`src/rtl/data_mem_controller.sv`:
```
// Responder for the per-thread LSU data-memory handshake: arbitrates NUM_CONSUMERS LSUs onto NUM_CHANNELS memory channels.
// Optional MEM_CTRL_RR_EN: per-channel round-robin scan pointer; otherwise every scan starts at consumer 0.
module data_mem_controller #(
  parameter int unsigned NUM_CONSUMERS = 4,
  parameter int unsigned NUM_CHANNELS  = 2,
  parameter int unsigned ADDR_BITS     = 8,
  parameter int unsigned DATA_BITS     = 16
) (
  input  logic                               clk,
  input  logic                               reset,
  input  logic [NUM_CONSUMERS-1:0]           consumer_read_valid,
  input  logic [NUM_CONSUMERS*ADDR_BITS-1:0] consumer_read_address,
  output logic [NUM_CONSUMERS-1:0]           consumer_read_ready,
  output logic [NUM_CONSUMERS*DATA_BITS-1:0] consumer_read_data,
  input  logic [NUM_CONSUMERS-1:0]           consumer_write_valid,
  input  logic [NUM_CONSUMERS*ADDR_BITS-1:0] consumer_write_address,
  input  logic [NUM_CONSUMERS*DATA_BITS-1:0] consumer_write_data,
  output logic [NUM_CONSUMERS-1:0]           consumer_write_ready,
  output logic [NUM_CHANNELS-1:0]            mem_read_valid,
  output logic [NUM_CHANNELS*ADDR_BITS-1:0]  mem_read_address,
  input  logic [NUM_CHANNELS-1:0]            mem_read_ready,
  input  logic [NUM_CHANNELS*DATA_BITS-1:0]  mem_read_data,
  output logic [NUM_CHANNELS-1:0]            mem_write_valid,
  output logic [NUM_CHANNELS*ADDR_BITS-1:0]  mem_write_address,
  output logic [NUM_CHANNELS*DATA_BITS-1:0]  mem_write_data,
  input  logic [NUM_CHANNELS-1:0]            mem_write_ready
);

  localparam int unsigned IDX_W = (NUM_CONSUMERS > 1) ? $clog2(NUM_CONSUMERS) : 1;

  typedef enum logic [2:0] {
    IDLE,
    READ_WAITING,
    WRITE_WAITING,
    READ_RELAYING,
    WRITE_RELAYING
  } state_t;

  state_t                   state [NUM_CHANNELS];
  logic [IDX_W-1:0]         owner [NUM_CHANNELS];
  logic [NUM_CONSUMERS-1:0] claimed;

  logic [NUM_CHANNELS-1:0]  pick_valid;
  logic [NUM_CHANNELS-1:0]  pick_read;
  logic [IDX_W-1:0]         pick_idx [NUM_CHANNELS];

`ifdef MEM_CTRL_RR_EN
  logic [IDX_W-1:0]         scan_ptr [NUM_CHANNELS];
`endif

  // Same-cycle claims resolve in ascending channel order; a consumer taken by a lower channel is hidden from higher ones.
  always_comb begin
    logic [NUM_CONSUMERS-1:0] taken;
    logic [IDX_W-1:0]         cand;
    int                       start;
    int                       idx;
    taken      = claimed;
    pick_valid = '0;
    pick_read  = '0;
    cand       = '0;
    start      = 0;
    idx        = 0;
    for (int c = 0; c < int'(NUM_CHANNELS); c++) begin
      pick_idx[c] = '0;
`ifdef MEM_CTRL_RR_EN
      start = int'(scan_ptr[c]);
`else
      start = 0;
`endif
      for (int k = 0; k < int'(NUM_CONSUMERS); k++) begin
        idx = start + k;
        if (idx >= int'(NUM_CONSUMERS)) idx = idx - int'(NUM_CONSUMERS);
        cand = IDX_W'(idx);
        if (state[c] == IDLE && !pick_valid[c] && !taken[cand] &&
            (consumer_read_valid[cand] || consumer_write_valid[cand])) begin
          pick_valid[c] = 1'b1;
          pick_idx[c]   = cand;
          pick_read[c]  = consumer_read_valid[cand];
          taken[cand]   = 1'b1;
        end
      end
    end
  end

  // Per-channel request/relay FSMs; the claim register stays set through relaying so a release is never re-claimed the same cycle.
  always_ff @(posedge clk or posedge reset) begin
    if (reset) begin
      for (int c = 0; c < int'(NUM_CHANNELS); c++) begin
        state[c] <= IDLE;
        owner[c] <= '0;
`ifdef MEM_CTRL_RR_EN
        scan_ptr[c] <= '0;
`endif
      end
      claimed              <= '0;
      consumer_read_ready  <= '0;
      consumer_read_data   <= '0;
      consumer_write_ready <= '0;
      mem_read_valid       <= '0;
      mem_read_address     <= '0;
      mem_write_valid      <= '0;
      mem_write_address    <= '0;
      mem_write_data       <= '0;
    end else begin
      for (int c = 0; c < int'(NUM_CHANNELS); c++) begin
        case (state[c])
          IDLE: begin
            if (pick_valid[c]) begin
              claimed[pick_idx[c]] <= 1'b1;
              owner[c]             <= pick_idx[c];
`ifdef MEM_CTRL_RR_EN
              scan_ptr[c] <= (int'(pick_idx[c]) == int'(NUM_CONSUMERS) - 1) ? '0 : pick_idx[c] + 1'b1;
`endif
              if (pick_read[c]) begin
                mem_read_valid[c] <= 1'b1;
                mem_read_address[c*ADDR_BITS +: ADDR_BITS] <=
                  consumer_read_address[int'(pick_idx[c])*ADDR_BITS +: ADDR_BITS];
                state[c] <= READ_WAITING;
              end else begin
                mem_write_valid[c] <= 1'b1;
                mem_write_address[c*ADDR_BITS +: ADDR_BITS] <=
                  consumer_write_address[int'(pick_idx[c])*ADDR_BITS +: ADDR_BITS];
                mem_write_data[c*DATA_BITS +: DATA_BITS] <=
                  consumer_write_data[int'(pick_idx[c])*DATA_BITS +: DATA_BITS];
                state[c] <= WRITE_WAITING;
              end
            end
          end
          READ_WAITING: begin
            if (mem_read_ready[c]) begin
              mem_read_valid[c] <= 1'b0;
              consumer_read_data[int'(owner[c])*DATA_BITS +: DATA_BITS] <=
                mem_read_data[c*DATA_BITS +: DATA_BITS];
              consumer_read_ready[owner[c]] <= 1'b1;
              state[c] <= READ_RELAYING;
            end
          end
          WRITE_WAITING: begin
            if (mem_write_ready[c]) begin
              mem_write_valid[c]             <= 1'b0;
              consumer_write_ready[owner[c]] <= 1'b1;
              state[c]                       <= WRITE_RELAYING;
            end
          end
          READ_RELAYING: begin
            if (!consumer_read_valid[owner[c]]) begin
              consumer_read_ready[owner[c]] <= 1'b0;
              claimed[owner[c]]             <= 1'b0;
              state[c]                      <= IDLE;
            end
          end
          WRITE_RELAYING: begin
            if (!consumer_write_valid[owner[c]]) begin
              consumer_write_ready[owner[c]] <= 1'b0;
              claimed[owner[c]]              <= 1'b0;
              state[c]                       <= IDLE;
            end
          end
          default: state[c] <= IDLE;
        endcase
      end
    end
  end

endmodule

```
`config.mk`:
```
export PLATFORM = sky130hd
export DESIGN_NAME = data_mem_controller
export DESIGN_NICKNAME = d
export VERILOG_FILES = /design/src/rtl/data_mem_controller.sv
export SDC_FILE = /design/constraint.sdc
export NUM_CORES = 1
export LEC_CHECK = 0
export CAP_MARGIN = 20
export CORE_AREA = 10 10 158 160
export DETAILED_ROUTE_END_ITERATION = 8
export DIE_AREA = 0 0 168 170
export PLACE_DENSITY_LB_ADDON = 0.3
export SYNTH_ARGS = -nofsm -noshare
export SYNTH_HDL_FRONTEND = slang
export SYNTH_SLANG_ARGS = --single-unit
```
`constraint.sdc`:
```
create_clock -name clk -period 5.4 [get_ports clk]
set_clock_uncertainty 0.1 [all_clocks]
set_input_delay 1.08 -clock clk [delete_from_list [all_inputs] [get_ports clk]]
set_output_delay 1.08 -clock clk [all_outputs]
set_load 0.01 [all_outputs]
```
# ---- Word-level counts from Yosys, hierarchy flattened
# Index checks and enable logic that the tools add are counted.
dict set report classes {
  addsub 2
  order_cmp 8
  eq_ne 22
  n_shift 10
  muxes 98
  bitwise 16
  n_reduce_logical 62
}
# cell n
set op_table {}
lappend op_table {{64-bit two-way mux} 4}
lappend op_table {{64-bit bitwise mux} 2}
lappend op_table {{16-bit by 34-bit variable shift with 64-bit output (first input constant)} 2}
lappend op_table {{16-bit by 34-bit indexed part select with 64-bit output} 2}
lappend op_table {{32-bit by 6-bit indexed part select with 8-bit output} 4}
lappend op_table {{64-bit by 7-bit indexed part select with 16-bit output} 2}
lappend op_table {{6-bit negation with 34-bit output} 2}
lappend op_table {{4-bit two-way mux} 14}
lappend op_table {{1-bit two-way mux} 42}
lappend op_table {{4-bit case mux with 2 select lines} 4}
lappend op_table {{3-bit two-way mux} 10}
lappend op_table {{3-bit case mux with 5 select lines} 2}
lappend op_table {{2-bit inequality test (second input constant)} 14}
lappend op_table {{1-bit logical AND} 26}
lappend op_table {{4-bit bitwise AND} 6}
lappend op_table {{4-bit OR} 6}
lappend op_table {{4-bit case mux with 3 select lines} 2}
lappend op_table {{4-bit AND reduction} 4}
lappend op_table {{1-bit zero test} 14}
lappend op_table {{3-bit by 2-bit equality test with 1-bit output (second input constant)} 4}
lappend op_table {{2-bit by 3-bit less-than comparator with 1-bit output (second input constant)} 4}
lappend op_table {{2-bit two-way mux} 6}
lappend op_table {{3-bit AND reduction} 4}
lappend op_table {{5-bit AND reduction} 2}
lappend op_table {{other kinds (12)} 36}
dict set report word_totals {
  register_bits 154
  in_bits 174
  word_cells 236
}

# ---- Longest topological paths before layout
dict set report depth {
  ltp_word 30
  ltp_mapped 10
  ltp_nobuf 6
}

# ---- Least setup slack after synthesis
# Ideal clock, no wire load.
dict set report synth_timing {
  kind {input to register}
  startpoint {in consumer_read_valid[0]}
  endpoint {reg mem_write_address[13]}
  setup_time_ns 0.133
  arrival_ns 2.756
  required_time_ns 5.167
  slack_ns 2.411
  stages 9
  path_cell_list {buf_2 > o21bai_2 > maj3_1 > a221oi_1 > o211ai_2 > buf_4 > buf_4 > nand2_1 > o21ai_0}
}
dict set report synth_via {
  elab_chain_cells 24
  word_cells_on_any_way 53
  classes_between {shift: 1; mux: 18; bitwise: 1; reduce/logical: 33}
}
# item line
set synth_lines {}
lappend synth_lines {{start: declaration} 11} ;# input logic [NUM_CONSUMERS-1:0] consumer_read_valid,
lappend synth_lines {{parallel branches: the longest is 24 deep, another holds 1-bit logical OR} n/a}
lappend synth_lines {{end signal: indexed assignment} 121} ;# mem_write_address[c*ADDR_BITS +: ADDR_BITS] <=
lappend synth_lines {{end: declaration} 24} ;# output logic [NUM_CHANNELS*ADDR_BITS-1:0] mem_write_address,
# Parallel ways; which one is timed is not known.
# A chain may end at the register's enable or synchronous reset.

# ---- Worst setup path in the final report
dict set report layout_timing {
  startpoint {in consumer_read_valid[2]}
  endpoint {reg mem_read_address[14]}
}
dict set report layout_via {
  elab_chain_cells 13
  word_cells_on_any_way 25
  classes_between {shift: 1; mux: 9; reduce/logical: 15}
}
# item line
set layout_lines {}
lappend layout_lines {{1-bit logical OR} 75} ;# (consumer_read_valid[cand] || consumer_write_valid[cand])) begin
lappend layout_lines {{1-bit logical AND} 74} ;# if (state[c] == IDLE && !pick_valid[c] && !taken[cand] &&
lappend layout_lines {{1-bit two-way mux} 74}
lappend layout_lines {{1-bit zero test} 74}
lappend layout_lines {{1-bit logical AND (2 in a row)} 74}
lappend layout_lines {{1-bit two-way mux / 1-bit logical AND (equally long branches)} 74}
lappend layout_lines {{1-bit zero test / 1-bit two-way mux (equally long branches)} 74}
lappend layout_lines {{1-bit logical AND / 1-bit zero test (equally long branches)} 74}
lappend layout_lines {{1-bit logical AND (2 in a row)} 74}
lappend layout_lines {{2-bit two-way mux / 1-bit two-way mux (equally long branches)} 74}
lappend layout_lines {{32-bit by 6-bit indexed part select with 8-bit output / 3-bit AND reduction (equally long branches)} n/a}
lappend layout_lines {{end signal: indexed assignment} 116} ;# mem_read_address[c*ADDR_BITS +: ADDR_BITS] <=
lappend layout_lines {{end: declaration} 20} ;# output logic [NUM_CHANNELS*ADDR_BITS-1:0] mem_read_address,
# Several ways; a longest one is shown, not always the timed one.

==> flow_summary.ini <==
[clocking]
numCtsBuffers = 17
h-tree-depth = 4
cts_tree = built
root_buffer = clkbuf_16
ctsLongestPathBuffers = 2
cts_hold_buffers = 0
clock_latency_ns = 0.43
cts_setup_buffers = 0
clk_pin_slew_ns = 0.07
cts_resized = 0
clock-sinks = 154

[synth]
synth_edf_count = 0
synth_cells = 934
ys_top_cells_by_count = 154 x dfrtp_1, 119 x a21oi_1, 110 x nand2_1
synth_area_leaders = dfrtp_1 44%, a21oi_1 6.8%, o21ai_0 5.4%, a222oi_1 4.9%, nand2_1 4.7%
avgSynthCellArea_um2 = 9.392
synth_ff_type = dfrtp_1
async_flop_share_pct = 100.0
synth_area_um2 = 8772
yosysUniqueCellTypes = 60
synth_top_area_share_pct = 43.93
yosys_warnings = 0
synth-seq-area-share_pct = 43.93
synth_largest_area_cell = dfrtp_1
synth.net_count = 1124
synth.most_common_cell = dfrtp_1
synth-seq-cells = 154

[power_and_ir_drop]
power_uw = 6641
peakVddDrop_v = 0.0002083
p_leak_uw = 0.005407
p_per_area_nw_per_um2 = 523.3

[global_routing]
grt_antenna_before_repair = 2
grt-ovfl-total = 0
grt_pass1_wl_um = 52750
grt_pass1_vias = 9127
grt_max_degree = 91
grt.total_usage_pct = 22.98

[layout]
diodes = 0
syn2layout_area_growth_pct = 44.69
fillers = 1942
drive_above_1_share_pct = 8.443
final_nets = 1397

[sta]
fin_setup_tns_ns = 0
relSlewSlack_pct = 28.52
rsz0062_at_grt = false
fin_crit_sh_pct = 67.17
min_period_ns = 3.627
finalSetupViolCount = 0
max_freq_mhz = 275.7
hold_viol = 0
drv_slew = 0
worst_pin_slew_ns = 1.072

[floorplan]
start_util_pct = 40.45
ios = 314
die_y_um = 170
coreArea_um2 = 21690
die-area_um2 = 28560
fp.dieW_um = 168
rows = 54

[placed_design]
io_buffers = 313
routabilityCongestion = 0.8975
hpwl_um = 25070

[detailed_routing]
route.met2.wl_um = 16130
met1Wirelength_um = 13470
wl_met3_um = 4318
drt-initial-drc-count = 1041
routedWlPerCell_um = 23.00
num_vias = 8982
wirelength_um = 34500
drt_pass1_iterations = 6
via_per_inst = 5.988
highest-signal-layer = met5
drtAntennaViolNets = 0
drc_errors = 0

[job]
drv_cap = 0

[setup_path]
worstSetupPathType = input pin to flip-flop
startpoint_type = input pin
cp_slowest_stage_delay_ns = 0.59
end_kind = flip-flop
slowest_stage = a21o_1
critPathRequiredTime_ns = 5.63
cp.arrival_ns = 3.86
critPathMaxFanout = 34
crit_path_cell_trace = clkdlybuf4s50_1, o21bai_1, o211ai_2, a21oi_1, o31a_4, a21o_1, mux2_2

[run_status]
outcome = finished clean

[min_path]
hold_path.class = flip-flop to flip-flop
[sequential cells by signal, indices dropped and copies added, names as in the netlist, 4 cells and up]
| signal | flops |
|---|---|
| state | 6 |
| mem_write_address | 16 |
| mem_write_data | 32 |
| consumer_read_data | 64 |
| consumer_read_ready | 4 |
| claimed | 4 |
| mem_read_address | 16 |
| owner | 4 |
| consumer_write_ready | 4 |
[report_power, final]
group,internal (µW),switching (µW)
Clock,618,578
Sequential,1640,381
Combinational,1680,1750
[through the flow]
stage               hold slack (ns)  instance area [µm²]  setup WS (ns)  std cells  util, %
finish                       0.3770                12690          1.773       1500    58.52
global route                 0.3903                12690          1.558       1500    58.52
CTS                          0.3832                12640          1.707       1498    58.30
detailed placement           0.3680                12060          1.254       1466    55.61
global placement             0.3577                12060          1.357       1466    55.61
floorplan                    0.4111                 8772        0.07020        934        -
[cells in the final DEF (no fill, tap or decap), types with 3 or more instances in the layout]
| cell type | Yosys | final |
|---|---|---|
| nor2_1 | 21 | 20 |
| clkinvlp_4 | 0 | 5 |
| nand2b_1 | 7 | 7 |
| mux4_2 | 4 | 4 |
| inv_1 | 14 | 13 |
| mux2_4 | 6 | 6 |
| a222oi_1 | 43 | 43 |
| o21bai_1 | 6 | 5 |
| buf_4 | 3 | 17 |
| mux2_2 | 19 | 19 |
| inv_8 | 0 | 7 |
| a22oi_1 | 46 | 46 |
| nand3_1 | 4 | 4 |
| a221oi_1 | 10 | 10 |
| clkdlybuf4s50_1 | 0 | 313 |
| a21oi_1 | 119 | 118 |
| or2_2 | 3 | 3 |
| ha_1 | 16 | 16 |
| dfrtp_1 | 154 | 154 |
| nand2_1 | 110 | 110 |
| a221o_1 | 7 | 7 |
| a22o_1 | 8 | 8 |
| and3_1 | 52 | 52 |
| clkbuf_16 | 0 | 17 |
| a21o_1 | 25 | 25 |
| and2_1 | 6 | 6 |
| o21ai_0 | 95 | 94 |
| nor3_1 | 9 | 9 |
| nor3b_1 | 4 | 3 |
| o21ai_1 | 4 | 4 |
| a21boi_0 | 25 | 25 |
| o21ba_2 | 4 | 4 |
[cells by family (layout without fill, tap and decap cells)]
group	after synthesis	after routing	synth area share, %
DFF	154	154	43.93
buffers and inverters	92	378	4.878
xor gates and xnor gates	2	2	0.1997
muxes	30	30	4.607
and+or+nand+nor	230	230	12.97
adders and majority gates	18	18	2.510
AOI/OAI and AO/OA	408	408	30.91
[worst paths after layout]
| check | start | to | slack, ns | cells past startpoint |
|---|---|---|---|---|
| min in group asynchronous | reset | consumer_read_data[17] | 1.08 | 2 |
| min | mem_write_address[0] | mem_write_address[0] | 0.38 | 1 |
| max | consumer_read_valid[2] | mem_read_address[14] | 1.77 | 7 |
| min reg2reg | mem_write_address[0] | mem_write_address[0] | 0.38 | 1 |
| max reg2reg | state[5] | mem_read_address[14] | 2.18 | 6 |
| max in group asynchronous | reset | consumer_read_data[23] | 3.08 | 3 |
[layout make-up]
type	instances	area [µm²]	area share [%]
clock inverters	15	157.7	1.242
flip-flops and latches	154	3854	30.36
repair buffers	332	3308	26.06
multi-input cells	688	4539	35.76
well taps	280	350.3	2.760
inverters	14	57.56	0.4535
clock buffers	17	425.4	3.352
[routing by layer]
layer	up-vias	GRT usage, %
met1	4317	27.31
met5	-	0
met4	2	6.851
met2	540	37.56
li1	4085	-
met3	38	9.214
[critical path: cells and delay by family]
| family | cells | cell delay (ns) |
|---|---|---|
| AO/OA/AOI/OAI | 5 | 1.84 |
| buffers and inverters | 1 | 0.52 |
| multiplexers | 1 | 0.40 |
No activity file was read; power rests on OpenSTA's default activity.
